$ cat src/rtl/comparador_pkg.sv
`default_nettype none
// ============================================================================
// Module   : comparador_pkg
// Brief    : Shared types and constants for the 4-bit constant comparator
//            and its sequencing controller.
// Revision : 1.0 - initial release
// ============================================================================
package comparador_pkg;

    // Controller states; explicit 2-bit encoding keeps the state register
    // width fixed regardless of tool enum defaults.
    typedef enum logic [1:0] {
        IDLE = 2'd0,
        FILL = 2'd1,
        RUN  = 2'd2,
        DONE = 2'd3
    } ctrl_state_t;

    // Pattern the sliding window is compared against (bit 3 = oldest bit).
    localparam logic [3:0] c_default_pattern = 4'b0101;

    // Number of bits in the sliding window.
    localparam int c_win_w = 4;

endpackage : comparador_pkg
`default_nettype wire

$ cat src/rtl/comparador_const.sv
`default_nettype none
// ============================================================================
// Module   : comparador_const
// Brief    : Compares four single-bit inputs against a constant pattern.
//            One XNOR per bit, then a 4-input AND.
// Revision : 1.0 - initial release
// ============================================================================
module comparador_const
    import comparador_pkg::*;
#(
    parameter logic [c_win_w-1:0] PATTERN = c_default_pattern
) (
    input  logic a,
    input  logic b,
    input  logic c,
    input  logic d,
    output logic Q
);

    logic [c_win_w-1:0] w_in;
    logic [c_win_w-1:0] w_bit_eq;

    // a is the oldest bit and lines up with PATTERN[3].
    assign w_in     = {a, b, c, d};
    assign w_bit_eq = w_in ~^ PATTERN;
    assign Q        = &w_bit_eq;

endmodule : comparador_const
`default_nettype wire

$ cat src/rtl/comparador_seq_ctrl.sv
`default_nettype none
// ============================================================================
// Module   : comparador_seq_ctrl
// Brief    : Accepts a framed serial bit stream over valid/ready, slides it
//            through a 4-bit window, and reports pattern-match pulses plus a
//            saturating per-frame match count.
// Revision : 1.0 - initial release
// ============================================================================
module comparador_seq_ctrl
    import comparador_pkg::*;
#(
    parameter logic [c_win_w-1:0] PATTERN   = c_default_pattern,
    parameter int                 FRAME_LEN = 16,
    parameter int                 CNT_W     = 5
) (
    input  logic             clk,
    input  logic             rst_n,
    input  logic             start,
    input  logic             bit_in,
    input  logic             bit_valid,
    output logic             bit_ready,
    output logic             busy,
    output logic             match,
    output logic [CNT_W-1:0] match_count,
    output logic             done
);

    localparam logic [7:0]       c_frame_len = 8'(FRAME_LEN);
    localparam logic [7:0]       c_fill_bits = 8'(c_win_w - 1);
    localparam logic [CNT_W-1:0] c_cnt_max   = {CNT_W{1'b1}};
    localparam logic [CNT_W-1:0] c_cnt_one   = CNT_W'(1);

    // The window's oldest bit is exactly the one shifted out on the next
    // acceptance, so only the three most recent bits need storage; the
    // incoming bit completes the 4-bit window.
    ctrl_state_t              r_state_q,       w_state_d;
    logic [c_win_w-2:0]       r_window_q,      w_window_d;
    logic [7:0]               r_bit_cnt_q,     w_bit_cnt_d;
    logic [CNT_W-1:0]         r_match_count_q, w_match_count_d;
    logic                     r_match_q,       w_match_d;
    logic                     r_done_q,        w_done_d;

    logic                     w_active;
    logic                     w_accept;
    logic [c_win_w-1:0]       w_window_next;
    logic [7:0]               w_bit_cnt_inc;
    logic                     w_last_bit;
    logic                     w_cmp_q;

    // Handshake and window helpers, decoded from registered state only.
    always_comb begin
        w_active      = (r_state_q == FILL) || (r_state_q == RUN);
        w_accept      = bit_valid && w_active;
        w_window_next = {r_window_q, bit_in};
        w_bit_cnt_inc = r_bit_cnt_q + 8'd1;
        w_last_bit    = (w_bit_cnt_inc == c_frame_len);
    end

    // Comparator sees the window that includes the bit being accepted.
    comparador_const #(
        .PATTERN (PATTERN)
    ) u_cmp (
        .a (w_window_next[3]),
        .b (w_window_next[2]),
        .c (w_window_next[1]),
        .d (w_window_next[0]),
        .Q (w_cmp_q)
    );

    // Next-state, window, counter and output-pulse computation.
    always_comb begin
        w_state_d       = r_state_q;
        w_window_d      = r_window_q;
        w_bit_cnt_d     = r_bit_cnt_q;
        w_match_count_d = r_match_count_q;
        w_match_d       = 1'b0;
        w_done_d        = 1'b0;
        case (r_state_q)
            IDLE: begin
                if (start) begin
                    w_state_d       = FILL;
                    w_window_d      = '0;
                    w_bit_cnt_d     = 8'd0;
                    w_match_count_d = '0;
                end
            end
            FILL: begin
                if (w_accept) begin
                    w_window_d  = w_window_next[c_win_w-2:0];
                    w_bit_cnt_d = w_bit_cnt_inc;
                    if (w_bit_cnt_inc == c_fill_bits) begin
                        w_state_d = RUN;
                    end
                end
            end
            RUN: begin
                if (w_accept) begin
                    w_window_d  = w_window_next[c_win_w-2:0];
                    w_bit_cnt_d = w_bit_cnt_inc;
                    if (w_cmp_q) begin
                        w_match_d = 1'b1;
                        if (r_match_count_q != c_cnt_max) begin
                            w_match_count_d = r_match_count_q + c_cnt_one;
                        end
                    end
                    if (w_last_bit) begin
                        w_state_d = DONE;
                        w_done_d  = 1'b1;
                    end
                end
            end
            DONE: begin
                w_state_d = IDLE;
            end
            default: begin
                w_state_d = IDLE;
            end
        endcase
    end

    // State and output registers with synchronous active-low reset.
    always_ff @(posedge clk) begin
        if (!rst_n) begin
            r_state_q       <= IDLE;
            r_window_q      <= '0;
            r_bit_cnt_q     <= 8'd0;
            r_match_count_q <= '0;
            r_match_q       <= 1'b0;
            r_done_q        <= 1'b0;
        end else begin
            r_state_q       <= w_state_d;
            r_window_q      <= w_window_d;
            r_bit_cnt_q     <= w_bit_cnt_d;
            r_match_count_q <= w_match_count_d;
            r_match_q       <= w_match_d;
            r_done_q        <= w_done_d;
        end
    end

    assign bit_ready   = w_active;
    assign busy        = w_active;
    assign match       = r_match_q;
    assign match_count = r_match_count_q;
    assign done        = r_done_q;

endmodule : comparador_seq_ctrl
`default_nettype wire

$ cat config.mk
export PLATFORM = sky130hd
export DESIGN_NAME = comparador_seq_ctrl
export DESIGN_NICKNAME = d
export VERILOG_FILES = /design/src/rtl/comparador_pkg.sv /design/src/rtl/comparador_const.sv /design/src/rtl/comparador_seq_ctrl.sv
export SDC_FILE = /design/constraint.sdc
export NUM_CORES = 1
export LEC_CHECK = 0
export ABC_AREA = 0
export CELL_PAD_IN_SITES_DETAIL_PLACEMENT = 0
export CELL_PAD_IN_SITES_GLOBAL_PLACEMENT = 1
export CORE_UTILIZATION = 30
export DETAILED_ROUTE_END_ITERATION = 10
export GPL_TIMING_DRIVEN = 0
export PLACE_DENSITY = 0.69
export SYNTH_ARGS = -nofsm -noshare
export SYNTH_HDL_FRONTEND = slang
export SYNTH_SLANG_ARGS = --single-unit
$ cat constraint.sdc
create_clock -name clk -period 2 [get_ports clk]
set_input_delay 0.4 -clock clk [delete_from_list [all_inputs] [get_ports clk]]
set_output_delay 0.4 -clock clk [all_outputs]
set_load 0.05 [all_outputs]
# After elaboration in Yosys (flattened, before gate mapping)
# Index checks and enable logic that the tools add are counted.
# Widths: inputs -> output; s select.
[totals]
regBits = 20
input_bits = 5
wordCells = 53
[classes]
n_addsub = 2
n_eq_ne = 14
n_mux = 19
bitwise_logic = 1
reduce_logical = 11
[ops]
columns = ["cell", "n"]
rows = [
  ["$mux 5", 4],
  ["$mux 8", 2],
  ["$pmux 8 s2", 1],
  ["$mux 2", 5],
  ["$pmux 5 s2", 1],
  ["$reduce_and 5->1", 2],
  ["$add 8x1->8 const B", 1],
  ["$eq 8x2->1 const B", 1],
  ["$eq 8x5->1 const B", 1],
  ["$ne 2x1->1 const B", 4],
  ["$ne 2x2->1 const B", 4],
  ["$pmux 2 s4", 1],
  ["$mux 3", 2],
  ["$pmux 3 s2", 1],
  ["$reduce_and 3->1", 2],
  ["$add 5x1->5 const B", 1],
  ["$ne 5x5->1 const B", 1],
  ["$eq 2x2->1 const B", 2],
  ["$reduce_and 4->1", 1],
  ["$reduce_bool 2->1", 2],
  ["$eq 2x1->1 const B", 1],
  ["$logic_not 2->1", 1],
  ["$mux 1", 2],
  ["$not 2->2", 1],
  ["3 further kinds", 3],
]

# Longest topological paths before layout
[logic_depth]
depth_word = 5
depth_mapped = 9
ltp_nobuf = 8

# Modules after synthesis
# From an unflattened synthesis, not the netlist that was laid out.
[hier_totals]
cells_unflattened = 138
area_unflattened_um2 = 1159.9
[modules_own_cells]
columns = ["mod", "n_inst", "cells_per_inst", "area_per_inst_um2", "seq_area_each_um2"]
rows = [
  ["comparador_seq_ctrl", 1, 137, 1147.4, 400.4],
  ["comparador_const", 1, 1, 12.5, 0.0],
]

# Least setup slack after synthesis
# No wires, ideal clock.
[synth_timing]
kind = "flip-flop to flip-flop"
start = "register r_state_q[0]"
end = "register r_state_q[0]"
setup_ps = 115
t_arrival_ps = 2154
path_slack_ps = -268
path_stages_with_launch = 10
period_less_slack_ps = 2268
cell_sequence = "dfxtp_1 inv_1 ha_1 nand2_1 nor2b_1 clkbuf_1 and3_1 a31oi_1 o31a_1 o21a_1"
[synth_via]
elab_chain_len = 5
[synth_lines]
columns = ["element", "line_no", "rtl"]
rows = [
  ["start: declaration", "comparador_seq_ctrl.sv:36", "ctrl_state_t r_state_q, w_state_d;"],
  ["start signal: assignment", "comparador_seq_ctrl.sv:131", "r_state_q <= w_state_d;"],
  ["$eq 2x1->1 or $eq 2x2->1 (tied branches)", "comparador_seq_ctrl.sv:52", "w_active = (r_state_q == FILL) || (r_state_q == RUN);"],
  ["$logic_or 1x1->1 *", "comparador_seq_ctrl.sv:52", ""],
  ["net bit_ready", "comparador_seq_ctrl.sv:21", "output logic bit_ready,"],
  ["$logic_and 1x1->1 *", "comparador_seq_ctrl.sv:53", "w_accept = bit_valid && w_active;"],
  ["$ne 2x2->1 (no source line)", "-", ""],
  ["$reduce_and 5->1 (no source line) *", "-", ""],
]
# The timed path passes the listed nets; every way through them passes the cells marked *.
# A chain may end at the register's enable or synchronous reset.

# Final worst setup path
[layout_timing]
start = "register r_state_q[0]"
end = "output bit_ready"
[layout_via]
elab_chain_len = 2
[layout_lines]
columns = ["element", "line_no"]
rows = [
  ["$eq 2x1->1 or $eq 2x2->1 (tied branches)", "comparador_seq_ctrl.sv:52"],
  ["$logic_or 1x1->1 *", "comparador_seq_ctrl.sv:52"],
  ["end: declaration", "comparador_seq_ctrl.sv:21"],
]
# Mark *: on every way between the ends. The rest lies on a longest branch, timed or not.

==> summary.md <==
| Metric | Value |
|---|---|
| Worst Tran Pin Value | `0.525 ns` |
| Routed met3 length | `around 80 um` |
| Max-slew headroom | `0.650` |
| Final WS setup | `0.0701 ns` |
| Syn avg cell area | `between 8 and 9 um2` |
| Fillcell total | `around 370` |
| Via density | `roughly 5` |
| Outcome | `finished clean` |
| Final setup vio count | `0` |
| Startpoint Class | `flop` |
| Post-synth top area share | `0.350` |
| Met1 wire length | `~1200 um` |
| Worst Path Required | `~1.6 ns` |
| Leakage power | `0.533 nW` |
| Fin crit share | `0.965` |
| Nets@finish | `~170` |
| Hold_ws | `0.477 ns` |
| Post-Place Worst Slack | `-0.398 ns` |
| Drt wl/cell | `~13 um` |
| First-pass GRT wire length | `between 4000 and 5000 um` |
| Setup TNS | `0 ns` |
| Pwr/cell area | `between 1000 and 1500 nW/um2` |
| # port buffers | `12` |
| Most common cell in the netlist | `dfxtp_1` |
| Yosys reg bits | `20` |
| Drt first-iter violations | `12` |
| Post-synth cell types | `38` |
| CP Class | `flop to primary output` |
| CTS tree | `built` |
| Share of synthesized registers carrying an async set or reset | `0` |
| Skew-Pair Late Insertion Delay | `roughly 0.26 ns` |
| Die Area | `roughly 4000 um2` |
| Boundary Pins | `14` |
| Tmin final | `1.93 ns` |
| Top layer in use | `met4` |
| Initial core utilization | `0.312` |
| CP Max Fanout | `7` |
| Worst-path clk slew | `0.07 ns` |
| Syn nets | `152` |
| Layout Skew | `0.00718 ns` |
| Sequential-to-total area share from yosys stat | `0.350` |
| Largest net degree at the start of global routing | `13` |
| GRT Total Usage | `0.140` |
| Max Fclk | `518 MHz` |
| Largest area contributor in the netlist | `dfxtp_1` |
| EDFF count, synth | `0` |
| Num CTS Buffers | `3` |
| CP arrival | `1.53 ns` |
| Hold Fails Final Rpt | `0` |
| Fraction of layout cells with a size suffix above 1 | `0.170` |
| Vias post-DR | `1,018` |
| Max Cap Viol | `0` |
| CTS Sinks | `20` |
| Post-DP HPWL | `1940 um` |
| Hold Path Class | `flop to flop` |
| Standard-cell row count | `22` |
| Ys flop type | `dfxtp_1` |
| Placed Area | `approximately 1300 um2` |
| Root buf cell | `clkbuf_8` |
| H-tree depth | `1` |
| Ys Warns | `0` |
| Vias in the first global route | `about 1,000` |
| Die Wd | `approximately 64 um` |
| Post-Synthesis Cells | `approximately 140` |
| Placeable Area | `approximately 3700 um2` |
| Met2 wire length | `about 1300 um` |
| # DRC | `0` |
| CP endpoint kind | `primary output` |
| Top cells by count, synth | `dfxtp_1, nand2_1, nor2_1` |
| Drt total wl | `between 2000 and 3000 um` |
| Post-Syn Area | `~1100 um2` |
| Placer congestion estimate | `0.753` |
| Final Max Tran Viols | `0` |
| Antenna Cells | `0` |
| Antenna violations before repair | `0` |
| Peak supply drop | `0.000866 V` |
| Layout area overhead | `29.6%` |
| Global route overflow | `0` |
| DR pass1 iterations | `4` |
| Area contributors post-synth | `dfxtp_1, ha_1, nor2b_1` |
| Cell area after layout | `about 1500 um2` |
| Post-DRT Antenna Nets | `0` |
| Max Root-Sink Buffers | `2` |
| Die Height | `about 64 um` |
-- registers in the layout, summed over array words and instances, names as in the netlist --
register / count
r_bit_cnt_q: 8
match_count: 5
r_window_q: 3
r_state_q: 2
done: 1
match: 1
-- routing by layer --
metal  global-route usage  up-vias
li1                     -      525
met1                0.163      466
met2                0.255       23
met3               0.0161        4
met4               0.0625        0
met5                    0        -
-- per-stage QoR --
step	power (mW)	util	instances
after floorplan	1.08	-	139
after global placement	1.25	0.367	199
after detailed placement	1.26	0.367	199
after CTS	1.68	0.394	204
after global routing	1.82	0.405	207
final	1.70	0.405	207
-- worst paths after layout --
kind | start | to | slack, ns | cells after the start
worst min register to register | r_state_q[1] | r_state_q[1] | 0.48 | 2
worst min-delay path | r_state_q[1] | r_state_q[1] | 0.48 | 2
worst max register to register | r_bit_cnt_q[1] | r_state_q[1] | 0.11 | 7
worst max-delay path | r_state_q[0] | bit_ready | 0.07 | 3
-- logic make-up after synthesis --
family / Yosys count / share of synthesized area
muxes: 1 / 0.00875
and+or+nand+nor: 63 / 0.311
adders and majority gates: 8 / 0.0875
buffers and inverters: 11 / 0.0405
AOI/OAI and AO/OA: 35 / 0.195
xor gates and xnor gates: 1 / 0.00766
DFF: 20 / 0.350
-- critical path, stage by stage (launching register included) --
cell and delay (ns):
dfxtp_1 0.37, inv_2 0.08, ha_4 0.30, dlygate4sd2_1 0.53
-- power by group --
part	switching (mW)	internal, mW	total (mW)
Sequential	0.0266	0.433	0.460
Clock	0.137	0.267	0.404
Combinational	0.538	0.303	0.841
-- layout by cell type (no fill, tap or decap), types with 3 or more instances in the layout --
master            n
nand2_1          14
o21ai_0           3
a21oi_1           5
a21boi_1          4
a22oi_1           3
nor2_1           11
and2_1            4
clkbuf_1          3
inv_1             3
clkdlybuf4s50_1  10
dfxtp_1          15
o21a_1            3
buf_4             7
nand3_1           5
nor3_1            6
dfxtp_2           3
o21ai_1           9
nor2b_1           9
ha_1              6
clkbuf_8          3
-- area by class of cell --
class / count / area [um2] / share of cell area
buffer: 6 / 33.8 / 0.0228
clock buffer: 3 / 41.3 / 0.0278
multi-input combinational: 108 / 741 / 0.500
timing repair buffer: 16 / 146 / 0.0987
tap: 48 / 60.1 / 0.0405
inverter: 5 / 18.8 / 0.0127
sequential: 20 / 412 / 0.278
clock inverter: 1 / 30.0 / 0.0203
-- what timing repair did --
action / CTS / global route
setup buffers: 1 / 3
hold buffers: 0 / 0
endpoints found under the setup margin: 6 / 5
pin swaps: 2 / 4
resized for setup: 10 / 7
Power figures use the tool's default switching activity.
